### src/rtl/port_ingress_fifo.sv
// Ingress FIFO for a switch port: filters bad packets (no target, unknown port, loopback)
// and stores the rest in a first-word-fall-through queue with a saturating drop counter.
module port_ingress_fifo #(
    parameter int DATA_W    = 8,
    parameter int ADDR_W    = 4,
    parameter int NUM_PORTS = 4,
    parameter int DEPTH     = 4,
    parameter int CNT_W     = 8
) (
    input  logic                         clk,
    input  logic                         rst,
    input  logic                         valid_in,
    output logic                         ready_in,
    input  logic [ADDR_W-1:0]            source_in,
    input  logic [ADDR_W-1:0]            target_in,
    input  logic [DATA_W-1:0]            data_in,
    output logic                         valid_out,
    input  logic                         ready_out,
    output logic [ADDR_W-1:0]            source_out,
    output logic [ADDR_W-1:0]            target_out,
    output logic [DATA_W-1:0]            data_out,
    output logic [$clog2(DEPTH+1)-1:0]   level,
    output logic [CNT_W-1:0]             drop_cnt
);

    localparam int PTR_W = $clog2(DEPTH);
    localparam int LVL_W = $clog2(DEPTH + 1);

    function automatic logic [CNT_W-1:0] sat_inc(input logic [CNT_W-1:0] v);
        return (&v) ? v : v + 1'b1;
    endfunction

    logic [PTR_W-1:0]  wr_ptr_q, wr_ptr_d;
    logic [PTR_W-1:0]  rd_ptr_q, rd_ptr_d;
    logic [LVL_W-1:0]  level_q, level_d;
    logic [CNT_W-1:0]  drop_cnt_q, drop_cnt_d;

    logic [ADDR_W-1:0] src_mem_q  [DEPTH];
    logic [ADDR_W-1:0] tgt_mem_q  [DEPTH];
    logic [DATA_W-1:0] data_mem_q [DEPTH];

    logic [ADDR_W-1:0] valid_ports;
    logic              accept;
    logic              pop;
    logic              drop;
    logic              store;

    always_comb begin
        for (int i = 0; i < ADDR_W; i++) begin
            valid_ports[i] = (i < NUM_PORTS);
        end
    end

    // ready_in looks only at the stored level, so a full FIFO refuses even while popping.
    always_comb begin
        ready_in   = (level_q != LVL_W'(DEPTH));
        valid_out  = (level_q != '0);
        accept     = valid_in && ready_in;
        pop        = valid_out && ready_out;
        drop       = (target_in == '0) || (|(target_in & ~valid_ports)) || (|(target_in & source_in));
        store      = accept && !drop;

        wr_ptr_d   = store ? wr_ptr_q + 1'b1 : wr_ptr_q;
        rd_ptr_d   = pop ? rd_ptr_q + 1'b1 : rd_ptr_q;

        level_d    = level_q;
        case ({store, pop})
            2'b10:   level_d = level_q + 1'b1;
            2'b01:   level_d = level_q - 1'b1;
            default: level_d = level_q;
        endcase

        drop_cnt_d = (accept && drop) ? sat_inc(drop_cnt_q) : drop_cnt_q;
    end

    always_ff @(posedge clk) begin
        if (rst) begin
            wr_ptr_q   <= '0;
            rd_ptr_q   <= '0;
            level_q    <= '0;
            drop_cnt_q <= '0;
        end else begin
            wr_ptr_q   <= wr_ptr_d;
            rd_ptr_q   <= rd_ptr_d;
            level_q    <= level_d;
            drop_cnt_q <= drop_cnt_d;
        end
    end

    // Storage is never cleared; the zeroing mux below hides stale entries.
    always_ff @(posedge clk) begin
        if (store && !rst) begin
            src_mem_q[wr_ptr_q]  <= source_in;
            tgt_mem_q[wr_ptr_q]  <= target_in;
            data_mem_q[wr_ptr_q] <= data_in;
        end
    end

    always_comb begin
        source_out = valid_out ? src_mem_q[rd_ptr_q]  : '0;
        target_out = valid_out ? tgt_mem_q[rd_ptr_q]  : '0;
        data_out   = valid_out ? data_mem_q[rd_ptr_q] : '0;
    end

    assign level    = level_q;
    assign drop_cnt = drop_cnt_q;

endmodule
### config.mk
export PLATFORM = sky130hd
export DESIGN_NAME = port_ingress_fifo
export DESIGN_NICKNAME = d
export VERILOG_FILES = /design/src/rtl/port_ingress_fifo.sv
export SDC_FILE = /design/constraint.sdc
export NUM_CORES = 1
export LEC_CHECK = 0
export CELL_PAD_IN_SITES_DETAIL_PLACEMENT = 1
export CELL_PAD_IN_SITES_GLOBAL_PLACEMENT = 2
export CORE_MARGIN = 2
export CORE_UTILIZATION = 42
export CTS_CLUSTER_SIZE = 30
export DETAILED_ROUTE_END_ITERATION = 8
export HOLD_SLACK_MARGIN = 0.06
export PLACE_DENSITY = 0.94
export SETUP_SLACK_MARGIN = 0.2
export SLEW_MARGIN = 10
export SYNTH_ARGS = -nofsm -noshare
export SYNTH_HDL_FRONTEND = slang
export SYNTH_SLANG_ARGS = --single-unit
### constraint.sdc
create_clock -name clk -period 4.8 [get_ports clk]
set_clock_uncertainty 0.05 [all_clocks]
set_input_delay 0.96 -clock clk [delete_from_list [all_inputs] [get_ports clk]]
set_output_delay 0.96 -clock clk [all_outputs]
set_load 0.05 [all_outputs]
# Word-level counts from Yosys, hierarchy flattened
# Memories as Yosys holds them, arrays and structs flattened. A register that Yosys moved wholly into a read port is not among the register bits.
# Index checks and enable logic that the tools add are counted.
# op_classes
n_addsub	5
n_eq_ne	3
mux	12
bitwise	2
n_reduce_logical	14
# op_table
operator	n
$mux 2	6
$add 8x1->8 const B	1
$mux 4	2
$mux 8	1
$reduce_and 8->1	1
$pmux 3 s2	1
$logic_and 1x1->1	5
$add 2x1->2 const B	2
$and 4x4->4	1
$logic_not 4->1	1
$reduce_or 4->1	1
$add 3x1->3 const B	1
$ne 3x3->1 const B	1
$reduce_bool 3->1	1
$sub 3x1->3 const B	1
$eq 2x1->1 const B	1
$eq 2x2->1 const B	1
$logic_not 1->1	2
$mux 1	2
$reduce_and 2->1	1
$reduce_bool 2->1	1
$logic_or 1x1->1	1
$not 1->1	1
# word_totals
register_bits	15
ramBits	64
output_inout_bits	29
wordCells	43
mem_count	3
# memory_table
name	words	word_bits	read_ports	rd_clocked_by_memory_dff	wr	line_no	source
data_mem_q	4	8	1	1	1	40	logic [DATA_W-1:0] data_mem_q [DEPTH];
src_mem_q	4	4	1	1	1	38	logic [ADDR_W-1:0] src_mem_q [DEPTH];
tgt_mem_q	4	4	1	1	1	39	logic [ADDR_W-1:0] tgt_mem_q [DEPTH];

# Longest topological paths before layout
# Gate-level depths: netlist (run 1).
# logic_depth
ltp_word	8
depth_mapped	10
depth_no_buf	9

# Least setup slack after synthesis (run 1)
# No wires, ideal clock.
# synth_timing
path_kind	flip-flop to output port
from	reg level_q[0] (netlist: level[0])
to	out data_out[0]
arrival_time_ps	2153
required_ps	3790
path_slack_ps	1637
path_stages_with_launch	5
cell_sequence	dfxtp_1 -> or3_1 -> clkbuf_1 -> clkbuf_1 -> and2_1
# synth_between
elab_chain_cells	2
# synth_rtl
item	line_no	source
from (decl)	35	logic [LVL_W-1:0] level_q, level_d;
from (signal assigned)	85	level_q <= level_d;
$reduce_bool 3->1	57	valid_out = (level_q != '0);
via valid_out	17	output logic valid_out,
$mux 8	102	data_out = valid_out ? data_mem_q[rd_ptr_q] : '0;
to (decl)	21	output logic [DATA_W-1:0] data_out,
# The timed path passes the listed nets, and every way through them passes these cells.

==> run summary, run 1 <==
Gpl congestion - 0.720
Post-CTS resize count - 0
Ys async rst share - 0
Starting density of the core - 0.434
H-tree depth - 3
Synth Flop Type - edfxtp_1
Post-Route WL - 7030 um
Pleak - 1.32 nW
VDD IR max - 0.181 mV
Mapped Nets - 237
CTS Sinks - 81
Cell taking the most area after synthesis - edfxtp_1
Max Cap Viol - 0
CP Launch Type - flip-flop
Hold-fix buffers, CTS - 0
Hold depth - 2
Min Clock Period, post-route - 3490 ps
Worst-path fanout max - 16
Switch share - 0.359
Seq pwr share - 0.379
Worst endpoint required time - 3790 ps
Worst slew pin tran - 885 ps
Unrepaired setup endpoints after global routing - false
Postcts setup bufs - 0
PortBufs - 48
R2R depth - 8
First DRT Iteration DRCs - 124
DR WL/cell - 19.1 um
Post-DRT Antenna Nets - 0
Clock power share - 0.263
Max Root-Sink Buffers - 2
NetSw - 0.761 mW
Synth Instances - 210
First-pass GRT wire length - 11400 um
TNS Setup - 0 ps
Max Transition Viols Final - 0
Die ar. - 8770 um^2
Critical Path End Type - output pin
Seq/Total Area, Yosys - 0.670
Via count of the first global-routing pass - 2148
# diodes - 0
Total number of vias - 1946
Final hold violations - 0
Top cells by area, synth - edfxtp_1 (57%), mux4_2 (11%), dfxtp_1 (10%)
Initial antenna violation count - 0
Synth top area share - 0.570
Congestion Overflow GR - 0
Placement Rows - 32
IO Count - 49
CTS root buf - clkbuf_8
Crit path DAT - 2480 ps
HP Class - flip-flop to flip-flop
CTS tree - yes
CTS Buf Count - 9
RR Endpoint - level[2]
WS Path Type - flip-flop to output pin
Synth Warn # - 0
Die Span X - 93.6 um
CTS clk-pin slew, worst paths - 90 ps
Final Cycle Share - 0.728
Fillers - 765
Gate power share - 0.357
Fmax - 0.286 GHz
Status - finished clean
Int Power - 1.36 mW
Post-layout util - 0.536
Power Dens Cells - 509 nW/um^2
Nets - 288
Flop and latch count out of synthesis - 81
Worst-skew pair later-pin latency - 350 ps
Via density - 5.29
Remaining DRCs - 0
1st-pass router iterations - 4
Largest net degree at the start of global routing - 20
Area Growth Syn to Fin - 23.4%
EDFF count, synth - 64
Final setup violation count - 0
Rel. slew slack - 0.410
Count leader, synth - edfxtp_1
Share of layout cells above drive strength 1 - 0.154
Synth top cells by count - edfxtp_1 (64), and2_1 (22), dfxtp_1 (17)
Core area - 7770 um^2
Synthesized area per cell - 16.1 um^2
Unique masters post-synth - 39
Global Route Usage Sum - 0.177
Min-delay src - drop_cnt[1]
Hold Path End - drop_cnt[1]
Die height - 93.6 um
Syn Std Cell Area - 3370 um^2
Post-DP HPWL - 4590 um
Reg2reg setup slack - 2180 ps
Reg2reg start - level[2]
-- state kept, by name, summed over array words and instances, names as in the netlist, named ones only --
register / count
drop_cnt: 8
rd_ptr_q: 2
level: 3
tgt_mem_q: 16
wr_ptr_q: 2
data_mem_q: 32
src_mem_q: 16
-- cell usage in the layout (no fill, tap or decap), types with 2 or more instances in the layout --
cell / n
a21oi_1: 6
and2_1: 22
bufinv_16: 2
clkbuf_8: 9
clkdlybuf4s50_1: 48
clkinvlp_4: 2
dfxtp_1: 17
edfxtp_1: 64
ha_1: 6
inv_1: 8
inv_6: 2
mux2_2: 2
mux4_2: 16
nand2_1: 7
nand3_1: 5
nand4_1: 2
nor2_1: 11
nor2b_1: 2
nor3_2: 2
nor4_1: 3
o21ai_0: 3
o31ai_1: 2
or3_1: 2
or4_1: 2
xor2_1: 3
-- metal layers --
layer  track usage  up-vias  routed length, um
met1         0.226      986               2980
met4        0.0688        0                119
li1              -      911                  -
met5             0        -                  0
met3        0.0322       10                225
met2         0.300       39               3710
-- power groups by stage --
stage	clock [mW]	sequential (mW)	combinational, mW
floorplan	0	0.846	0.501
global placement	0	0.818	0.741
detailed placement	0	0.820	0.760
CTS	0.568	0.804	0.768
global route	0.594	0.809	0.804
finish	0.558	0.804	0.757
-- worst max path at each step --
stage,startpoint,end,cells past startpoint
2_1_floorplan,level[0],data_out[0],4
3_3_place_gp,target_in[0],data_mem_q[0][0],5
3_5_place_dp,target_in[0],data_mem_q[3][0],5
4_1_cts,flip-flop,source_out[2],3
5_1_grt,flip-flop,target_out[3],3
6_report,flip-flop,target_out[0],3
-- critical path: stages (launching register included) --
cell,delay [ps]
dfxtp_1,810
mux4_2,450
and2_1,180
clkdlybuf4s50_1,690
-- cells by family after synthesis --
| logic type | synth area share |
|---|---|
| buffers and inverters | 0.0245 |
| adders and majority gates | 0.0282 |
| muxes | 0.116 |
| DFF | 0.670 |
| AOI/OAI and AO/OA | 0.0397 |
| xor gates and xnor gates | 0.0104 |
| and+or+nand+nor | 0.110 |
-- through the flow --
stage	total power [mW]	hold WS (ps)	setup slack [ps]	area, um^2	instances
floorplan	1.35	431	1640	3370	210
global placement	1.56	435	1140	3940	352
detailed placement	1.58	453	988	3940	352
CTS	2.14	466	1260	4160	368
global route	2.21	496	1150	4160	368
finish	2.12	462	1310	4160	368
-- final cells by class --
type | count | area [um^2] | share of cell area
multi-input cells | 112 | 1030 | 0.247
inverters | 8 | 30.0 | 0.00721
clock buffers | 9 | 124 | 0.0298
well taps | 102 | 128 | 0.0307
flip-flops and latches | 81 | 2260 | 0.543
clock inverters | 7 | 101 | 0.0243
repair buffers | 49 | 488 | 0.117
Power figures use the tool's default switching activity.
==> run 2: changes to the inputs <==
- CORE_UTILIZATION: 42 -> 35
- PLACE_DENSITY: 0.94 -> 0.84
- clock period: 4.8 -> 2.9 ns (I/O delays scaled with it)
==> run summary, run 2 (synthesis gave the netlist of run 1 again) <==
Post-DP HPWL - 4740 um (was 4590 um)
Via density - 4.80 (was 5.29)
Remaining DRCs - 0 (unchanged)
Placement Rows - 35 (was 32)
RR Endpoint - level[2] (unchanged)
Biggest register - data_mem_q (unchanged)
Critical Path End Type - output pin (unchanged)
IO Count - 49 (unchanged)
H-tree depth - 3 (unchanged)
Pleak - 1.44 nW (was 1.32 nW)
Max Cap Viol - 0 (unchanged)
Hold-fix buffers, CTS - 0 (unchanged)
DR WL/cell - 16.5 um (was 19.1 um)
Total number of vias - 1976 (was 1946)
Congestion Overflow GR - 0 (unchanged)
Share of layout cells above drive strength 1 - 0.261 (was 0.154)
DR WL met3 - 271 um (was 225 um)
Max stage delay on crit path - 750 ps (was 810 ps)
Global Route Usage Sum - 0.143 (was 0.177)
PortBufs - 48 (unchanged)
Max Used Layer - met4 (unchanged)
1st-pass router iterations - 4 (unchanged)
CTS Buf Count - 9 (unchanged)
Rel. slew slack - 0.640 (was 0.410)
Post-Route WL - 6800 um (was 7030 um)
Post-DRT Antenna Nets - 0 (unchanged)
Die Span X - 102 um (was 93.6 um)
Status - finished clean (unchanged)
First DRT Iteration DRCs - 45 (was 124)
Worst-path fanout max - 5 (was 16)
Area Growth Syn to Fin - 27.8% (was 23.4%)
Layout Cells excl Fill - 412 (was 368)
Dpl cells - 396 (was 352)
Worst endpoint required time - 2270 ps (was 3790 ps)
CTS tree - yes (unchanged)
Number of flip-flops in the largest register - 32 (unchanged)
Most common cell after layout, fill and taps aside - edfxtp_1 (unchanged)
Wl on met1 - 2880 um (was 2980 um)
Nets - 305 (was 288)
Final hold violations - 0 (unchanged)
Starting density of the core - 0.363 (was 0.434)
Initial antenna violation count - 0 (unchanged)
WS Path Type - flip-flop to output pin (unchanged)
CTS clk-pin slew, worst paths - 90 ps (about the same)
Unrepaired setup endpoints after global routing - false (unchanged)
Reg2reg start - level[1] (was level[2])
Hold depth - 2 (unchanged)
Crit path DAT - 1940 ps (was 2480 ps)
CTS Sinks - 81 (unchanged)
First-pass GRT wire length - 11100 um (was 11400 um)
Fmax - 0.389 GHz
Postcts setup bufs - 0 (unchanged)
Max Transition Viols Final - 0 (unchanged)
Final setup violation count - 0 (unchanged)
Final Cycle Share - 0.886
Overall Power - 3.43 mW (was 2.12 mW)
Die height - 102 um (was 93.6 um)
Min-delay src - drop_cnt[0] (was drop_cnt[1])
CP Launch Type - flip-flop (unchanged)
Worst slew pin tran - 539 ps (was 885 ps)
HP Class - flip-flop to flip-flop (unchanged)
Most frequent cells in the layout - edfxtp_1 (64), clkdlybuf4s50_1 (32), buf_4 (30) (was edfxtp_1 (64), clkdlybuf4s50_1 (48), and2_1 (22))
Gpl congestion - 0.787 (was 0.720)
Core area - 9280 um^2 (was 7770 um^2)
R2R depth - 9 (was 8)
TNS Setup - 0 ps (unchanged)
Worst-skew pair later-pin latency - 350 ps (about the same)
Power Dens Cells - 795 nW/um^2 (was 509 nW/um^2)
Hold Path End - drop_cnt[0] (was drop_cnt[1])
CTS root buf - clkbuf_8 (unchanged)
Die ar. - 10400 um^2 (was 8770 um^2)
Max Root-Sink Buffers - 2 (unchanged)
Largest regs - data_mem_q: 32 flops, src_mem_q: 16 flops, tgt_mem_q: 16 flops (unchanged)
Pre-CTS setup slack - -11.3 ps (was 988 ps)
Met2 WL post-DR - 3520 um (was 3710 um)
Via count of the first global-routing pass - 2125 (was 2148)
Worst-path cell chain - or3b_1, clkdlybuf4s50_1 (was mux4_2, and2_1, clkdlybuf4s50_1)
Min Clock Period, post-route - 2570 ps
Slowest CP cell - clkdlybuf4s50_1 (was dfxtp_1)
VDD IR max - 0.282 mV (was 0.181 mV)
Final worst slack - 330 ps (was 1310 ps)
Largest net degree at the start of global routing - 19 (was 20)
Reg2reg setup slack - 430 ps (was 2180 ps)
Post-CTS resize count - 0 (unchanged)
# diodes - 0 (unchanged)
## run 2: critical path: cells and delay by family, from the launching register on
family / cells / cell delay, ps
buffers and inverters: 1 / 750
flip-flops: 1 / 350
AND/OR/NAND/NOR: 1 / 500
## run 2: worst max-delay path by stage
stage                 startpoint        to  slack, ps  depth (start not counted)
floorplan               level[1]  level[2]        220                         10
global placement    target_in[0]  level[2]         30                         10
detailed placement  target_in[0]  level[2]        -10                         10
CTS                     level[1]  ready_in        290                          2
global route        target_in[2]  level[2]        240                         10
finish                  level[1]  ready_in        330                          2
## run 2: power breakdown
group | total [mW] | switching (mW) | internal [mW] | leakage [nW]
clock network | 0.832 | 0.421 | 0.412 | 0.0994
registers | 1.32 | 0.0309 | 1.29 | 0.715
logic | 1.27 | 0.802 | 0.471 | 0.623
total | 3.43 | 1.25 | 2.18 | 1.44
## run 2: metrics by stage
step,hold slack (ps),utilization,cell area (um^2)
after floorplan,431,-,3380
after global routing,484,0.465,4310
final,466,0.465,4310
after CTS,473,0.465,4310
after detailed placement,457,0.443,4110
after global placement,434,0.443,4110
## run 2: routing by layer
| layer | up-vias | global-route usage |
|---|---|---|
| met3 | 12 | 0.0404 |
| met2 | 37 | 0.255 |
| met1 | 986 | 0.167 |
| met5 | - | 0 |
| li1 | 941 | - |
| met4 | 0 | 0.0451 |
## run 2: layout make-up
class                   instances  area [um^2]
clock buffers                  10          128
clock inverters                 6         75.1
flip-flops and latches         81         2260
fillers                       970         4970
inverters                       8         30.0
repair buffers                 66          626
well taps                     129          161
multi-input cells             112         1030
==> run 3: changes to the inputs <==
- SKIP_LAST_GASP: default -> 1
==> results of run 3 <==
Same layout as run 2: the final DEF is identical, and so are final timing and power.
